$ cat config.mk
export PLATFORM = sky130hd
export DESIGN_NAME = ps2_frame_rx
export DESIGN_NICKNAME = d
export VERILOG_FILES = /design/src/rtl/ps2_pkg.sv /design/src/rtl/ps2_clk_filter.sv /design/src/rtl/ps2_frame_rx.sv
export SDC_FILE = /design/constraint.sdc
export NUM_CORES = 1
export LEC_CHECK = 0
export ABC_AREA = 1
export ABC_CLOCK_PERIOD_IN_PS = 1900
export BUFFER_PORTS_ARGS = -buffer_cell sky130_fd_sc_hd__buf_2
export CORE_ASPECT_RATIO = 0.6
export CORE_UTILIZATION = 50
export DETAILED_ROUTE_END_ITERATION = 16
export GPL_TIMING_DRIVEN = 0
export HOLD_SLACK_MARGIN = 0.15
export PLACE_DENSITY = 0.69
export SLEW_MARGIN = 20
export SYNTH_ARGS = -nofsm -noshare
export SYNTH_HDL_FRONTEND = slang
export SYNTH_SLANG_ARGS = --single-unit
export TNS_END_PERCENT = 100
$ cat constraint.sdc
create_clock -name clk -period 1.9 [get_ports clk]
set_clock_uncertainty 0.1 [all_clocks]
set_input_delay 0.38 -clock clk [delete_from_list [all_inputs] [get_ports clk]]
set_output_delay 0.38 -clock clk [all_outputs]
set_load 0.02 [all_outputs]
$ cat src/rtl/ps2_pkg.sv
// Shared types and constants for the PS/2 frame receiver.
// Optional build macro: PS2_PARITY_CHECK_EN (see ps2_frame_rx).
package ps2_pkg;

    typedef enum logic [1:0] {
        IDLE   = 2'd0,
        DATA   = 2'd1,
        PARITY = 2'd2,
        STOP   = 2'd3
    } ps2_state_e;

    localparam logic [7:0] BREAK_CODE = 8'hF0;
    localparam logic [7:0] EXT_CODE   = 8'hE0;

    localparam int FILTER_LEN_DEFAULT     = 8;
    localparam int TIMEOUT_CYCLES_DEFAULT = 50000;

    // True when the data byte plus its parity bit carry an odd number of ones.
    function automatic logic odd_parity_ok(input logic [7:0] data, input logic par);
        return ^{data, par};
    endfunction

endpackage

$ cat src/rtl/ps2_clk_filter.sv
// Synchronizes the raw PS/2 clock, debounces it over FILTER_LEN samples and
// flags the cycle in which the filtered clock falls.
module ps2_clk_filter
    import ps2_pkg::*;
#(
    parameter int FILTER_LEN = FILTER_LEN_DEFAULT
) (
    input  logic clk,
    input  logic reset,
    input  logic ps2_clk_raw,
    output logic fall
);

    localparam int CNT_W = $clog2(FILTER_LEN + 1);

    logic [1:0]       sync_q, sync_d;
    logic             filt_q, filt_d;
    logic             filt_prev_q, filt_prev_d;
    logic [CNT_W-1:0] cnt_q, cnt_d;

    // The counter tracks how long the synchronized level has disagreed with
    // the filtered level; any agreeing sample restarts the count.
    always_comb begin
        sync_d      = {sync_q[0], ps2_clk_raw};
        filt_d      = filt_q;
        filt_prev_d = filt_q;
        cnt_d       = '0;
        if (sync_q[1] != filt_q) begin
            if (cnt_q == CNT_W'(FILTER_LEN - 1)) begin
                filt_d = sync_q[1];
            end else begin
                cnt_d = cnt_q + CNT_W'(1);
            end
        end
    end

    always_ff @(posedge clk) begin
        if (reset) begin
            sync_q      <= 2'b11;
            filt_q      <= 1'b1;
            filt_prev_q <= 1'b1;
            cnt_q       <= '0;
        end else begin
            sync_q      <= sync_d;
            filt_q      <= filt_d;
            filt_prev_q <= filt_prev_d;
            cnt_q       <= cnt_d;
        end
    end

    assign fall = filt_prev_q & ~filt_q;

endmodule

$ cat src/rtl/ps2_frame_rx.sv
// PS/2 keyboard frame receiver: start, 8 data bits LSB-first, odd parity, stop.
// Macro PS2_PARITY_CHECK_EN enables dropping frames with bad parity.
module ps2_frame_rx
    import ps2_pkg::*;
#(
    parameter int FILTER_LEN     = FILTER_LEN_DEFAULT,
    parameter int TIMEOUT_CYCLES = TIMEOUT_CYCLES_DEFAULT
) (
    input  logic        clk,
    input  logic        reset,
    input  logic        PS2Clk,
    input  logic        PS2Data,
    output logic [15:0] keycode,
    output logic        oflag,
    output logic        parity_err,
    output logic        frame_err
);

`ifdef PS2_PARITY_CHECK_EN
    localparam bit PARITY_EN = 1'b1;
`else
    localparam bit PARITY_EN = 1'b0;
`endif

    localparam int TMO_W = $clog2(TIMEOUT_CYCLES + 1);

    logic       fall;
    logic [1:0] data_sync_q;
    logic       data_s;

    ps2_clk_filter #(
        .FILTER_LEN (FILTER_LEN)
    ) u_clk_filter (
        .clk         (clk),
        .reset       (reset),
        .ps2_clk_raw (PS2Clk),
        .fall        (fall)
    );

    // Data only needs synchronizing; it is sampled long after it settles.
    always_ff @(posedge clk) begin
        if (reset) begin
            data_sync_q <= 2'b11;
        end else begin
            data_sync_q <= {data_sync_q[0], PS2Data};
        end
    end

    assign data_s = data_sync_q[1];

    ps2_state_e       state_q, state_d;
    logic [2:0]       bit_cnt_q, bit_cnt_d;
    logic [7:0]       shift_q, shift_d;
    logic             par_ok_q, par_ok_d;
    logic [TMO_W-1:0] tmo_q, tmo_d;
    logic [15:0]      keycode_q, keycode_d;
    logic             oflag_q, oflag_d;
    logic             parity_err_q, parity_err_d;
    logic             frame_err_q, frame_err_d;

    always_comb begin
        state_d      = state_q;
        bit_cnt_d    = bit_cnt_q;
        shift_d      = shift_q;
        par_ok_d     = par_ok_q;
        tmo_d        = tmo_q;
        keycode_d    = keycode_q;
        oflag_d      = 1'b0;
        parity_err_d = 1'b0;
        frame_err_d  = 1'b0;

        // An edge always wins over a timeout in the same cycle.
        if (fall) begin
            tmo_d = '0;
            case (state_q)
                IDLE: begin
                    if (!data_s) begin
                        state_d   = DATA;
                        bit_cnt_d = '0;
                    end
                end
                DATA: begin
                    shift_d   = {data_s, shift_q[7:1]};
                    bit_cnt_d = bit_cnt_q + 3'd1;
                    if (bit_cnt_q == 3'd7) begin
                        state_d = PARITY;
                    end
                end
                PARITY: begin
                    par_ok_d = odd_parity_ok(shift_q, data_s);
                    state_d  = STOP;
                end
                STOP: begin
                    state_d = IDLE;
                    if (!data_s) begin
                        frame_err_d = 1'b1;
                    end else if (PARITY_EN && !par_ok_q) begin
                        parity_err_d = 1'b1;
                    end else begin
                        keycode_d = {keycode_q[7:0], shift_q};
                        oflag_d   = 1'b1;
                    end
                end
                default: state_d = IDLE;
            endcase
        end else if (state_q == IDLE) begin
            tmo_d = '0;
        end else if (tmo_q == TMO_W'(TIMEOUT_CYCLES)) begin
            state_d     = IDLE;
            shift_d     = '0;
            bit_cnt_d   = '0;
            tmo_d       = '0;
            frame_err_d = 1'b1;
        end else begin
            tmo_d = tmo_q + TMO_W'(1);
        end
    end

    always_ff @(posedge clk) begin
        if (reset) begin
            state_q      <= IDLE;
            bit_cnt_q    <= '0;
            shift_q      <= '0;
            par_ok_q     <= 1'b0;
            tmo_q        <= '0;
            keycode_q    <= '0;
            oflag_q      <= 1'b0;
            parity_err_q <= 1'b0;
            frame_err_q  <= 1'b0;
        end else begin
            state_q      <= state_d;
            bit_cnt_q    <= bit_cnt_d;
            shift_q      <= shift_d;
            par_ok_q     <= par_ok_d;
            tmo_q        <= tmo_d;
            keycode_q    <= keycode_d;
            oflag_q      <= oflag_d;
            parity_err_q <= parity_err_d;
            frame_err_q  <= frame_err_d;
        end
    end

    assign keycode    = keycode_q;
    assign oflag      = oflag_q;
    assign parity_err = parity_err_q;
    assign frame_err  = frame_err_q;

endmodule
==> run metrics <==
CP Data Arrival Time=1.84 ns; WS Path Type=flop to flop; Final Hold Violating Endpoints=0; combinational share of power=1.8%; Setup Viol. Count Final=0; Tot Pwr=0.00239 W; global-route wire length before repair=8.14 mm; Internal=0.00189 W; DR pass1 iterations=4; f_max=582 MHz; most common cell after layout, fill and taps aside=dfxtp_1; initial DRC count=113; buffer depth of the longest clock path=2; core area=4660 µm²; vias per cell=4.83; DP Wirelength=3.59 mm; layout cell share with drive strength beyond 1=18.8%; warning count from the yosys run=0; Post-Route Setup TNS=0 ns; number of global-route vias before repair=1733; top cell type's share of synthesized area=46.4%; Placer Congestion=0.809; Worst IR Drop VDD=0.000438 V; Leak Pwr=1.15 nW; synth top area cells=dfxtp_1, nand2_1, a21oi_1; Sw Pwr=0.000494 W; most frequent cells in the layout=dfxtp_1, nand2_1, inv_1, a21oi_1, nor2_1; Finished Cell Area=2870 µm²; Worst-path clk slew=0.06 ns; CP required=2.02 ns; P&R area growth vs syn=16.7%; Max Slew Vio Count=0; mapped cell area=2460 µm²; Buffers on Ports=20; placed instance area=2640 µm²; Die X=92.6 µm; pin count of the biggest net entering global routing=11; Min Hold Slack=0.306 ns; status=finished clean; final non-filler cell total=420; clock sinks=57; mean area per synthesized cell=7.71 µm²; post-route ant nets=0; I/O Pins=23; post-synth top area cell=dfxtp_1; part of the cycle the worst path needs=90.5%; sequential fraction of the synthesis area=46.4%; CTS H-Tree Depth=3; initial core utilization=52.8%; Sequential Power Share=50.4%; max-cap viol count=0; drc violations=0; FFs w/ async S/R, synth=0%; Gate Count Post-Synth=319; EDFF count, synth=0; Avg WL per Cell=11.6 µm; Hold WC Path Type=input pin to flop; CP max FO=4; register area=1140 µm²; RSZ-0062 raised after global routing=false; Synth Register Bits=57; CTS tree=done; startpoint types=flop; total track usage=20.6%; Clk pwr share=47.8%; area of the multi-input gates=1120 µm²; Worst-Skew Late Latency=0.33 ns; distinct cell type count after synthesis=32; Die Height=56.3 µm; # diodes=0; Critical Path Sink Type=flop; fin nets=366; Power Dens Cells=831 nW/µm²; fillers=443; Die Area=5210 µm²; sw frac=20.7%; Top FF cell, synth=dfxtp_1; CTS buffer count=9; Vias=2029; Root Driver=clkbuf_8; row cnt=19; syn nets=333; total grt overflow=0; crit path time final=1.72 ns; initial antenna violation count=0; Routed WL=4.88 mm; placed cells=402
-- state kept, by name, summed over array words and instances (netlist names) --
signal,flops
state_q,2
data_sync_q,2
u_clk_filter.cnt_q,4
frame_err,1
u_clk_filter.filt_prev_d,1
keycode,16
bit_cnt_q,3
oflag,1
u_clk_filter.filt_prev_q,1
tmo_q,16
u_clk_filter.sync_q,2
shift_q,8
-- through the flow --
step | setup slack, ns | util, %
2_1_floorplan | 0.443 | -
3_3_place_gp | 0.220 | 56.6
3_5_place_dp | 0.196 | 56.6
4_1_cts | 0.188 | 61.5
5_1_grt | 0.0309 | 61.6
6_report | 0.181 | 61.6
-- repair_timing --
item,4_1_cts,5_1_grt
endpoints found under the hold margin,2,0
endpoints found under the setup margin,0,1
setup buffers,0,0
hold buffers,2,0
resized for setup,0,1
-- power groups by stage --
stage / Clock (W) / Sequential [W] / Combinational, W
after CTS: 0.00117 / 0.00120 / 0.0000424
after global placement: 0 / 0.00123 / 0.0000385
after detailed placement: 0 / 0.00123 / 0.0000391
final: 0.00114 / 0.00120 / 0.0000425
after floorplan: 0 / 0.00123 / 0.0000291
after global routing: 0.00123 / 0.00120 / 0.0000471
-- critical path, cell delays in order (launching register included) --
cell and delay, ns:
dfxtp_1 0.37, ha_1 0.21, nand3_1 0.19, nor2_4 0.18, nand2_2 0.08, nor2_2 0.12
nand2_2 0.08, nor2_2 0.13, nand2_1 0.07, nand2_1 0.06, nor2_1 0.04
-- cells in the mapped netlist (all sizes together) (2+ instances only) --
master	instances
nor3b	2
clkbuf	3
nand2	60
nand4	3
inv	43
a21oi	40
or2	5
dfxtp	57
o21ai	21
nor3	4
nor2	42
buf	5
nand3	16
ha	10
-- area by class of cell --
class                      instances  area share (%)
tap                               63            2.75
inverter                          44            5.88
buffer                             8            1.35
multi-input combinational        210            38.9
clock buffer                      12            5.41
clock inverter                     4            1.79
sequential                        57            39.8
timing repair buffer              22            4.18
-- worst paths after layout --
check / startpoint / cells after the start / end / slack, ns
setup reg to reg: tmo_q[0]$_SDFF_PP0_ / 10 / tmo_q[14]$_SDFF_PP0_ / 0.18
hold / removal: reset / 2 / shift_q[7]$_SDFFE_PP0P_ / 0.31
setup / recovery: tmo_q[0]$_SDFF_PP0_ / 10 / tmo_q[14]$_SDFF_PP0_ / 0.18
hold reg to reg: data_sync_q[0]$_SDFF_PP1_ / 1 / data_sync_q[1]$_SDFF_PP1_ / 0.32
-- routing by layer --
metal / vias up / routed length (µm) / global-route usage (%)
li1: 1092 / - / -
met1: 882 / 2750 / 31.3
met2: 51 / 1840 / 26.1
met3: 4 / 260 / 6.91
met4: 0 / 29 / 7.81
met5: - / 0 / 0
-- kinds of logic (layout without fill, tap and decap cells) --
| kind of cell | count (synthesis) | after routing | share of synthesized area, % |
|---|---|---|---|
| other | 1 | 1 | 0.152 |
| AO/OA/AOI/OAI | 66 | 66 | 14.2 |
| flip-flops | 57 | 57 | 46.4 |
| XOR/XNOR | 1 | 1 | 0.356 |
| buffers and inverters | 52 | 90 | 8.44 |
| adder cells (fa/ha/maj) | 10 | 10 | 5.09 |
| AND/OR/NAND/NOR | 132 | 132 | 25.4 |
(Power assumes the default switching activity.)
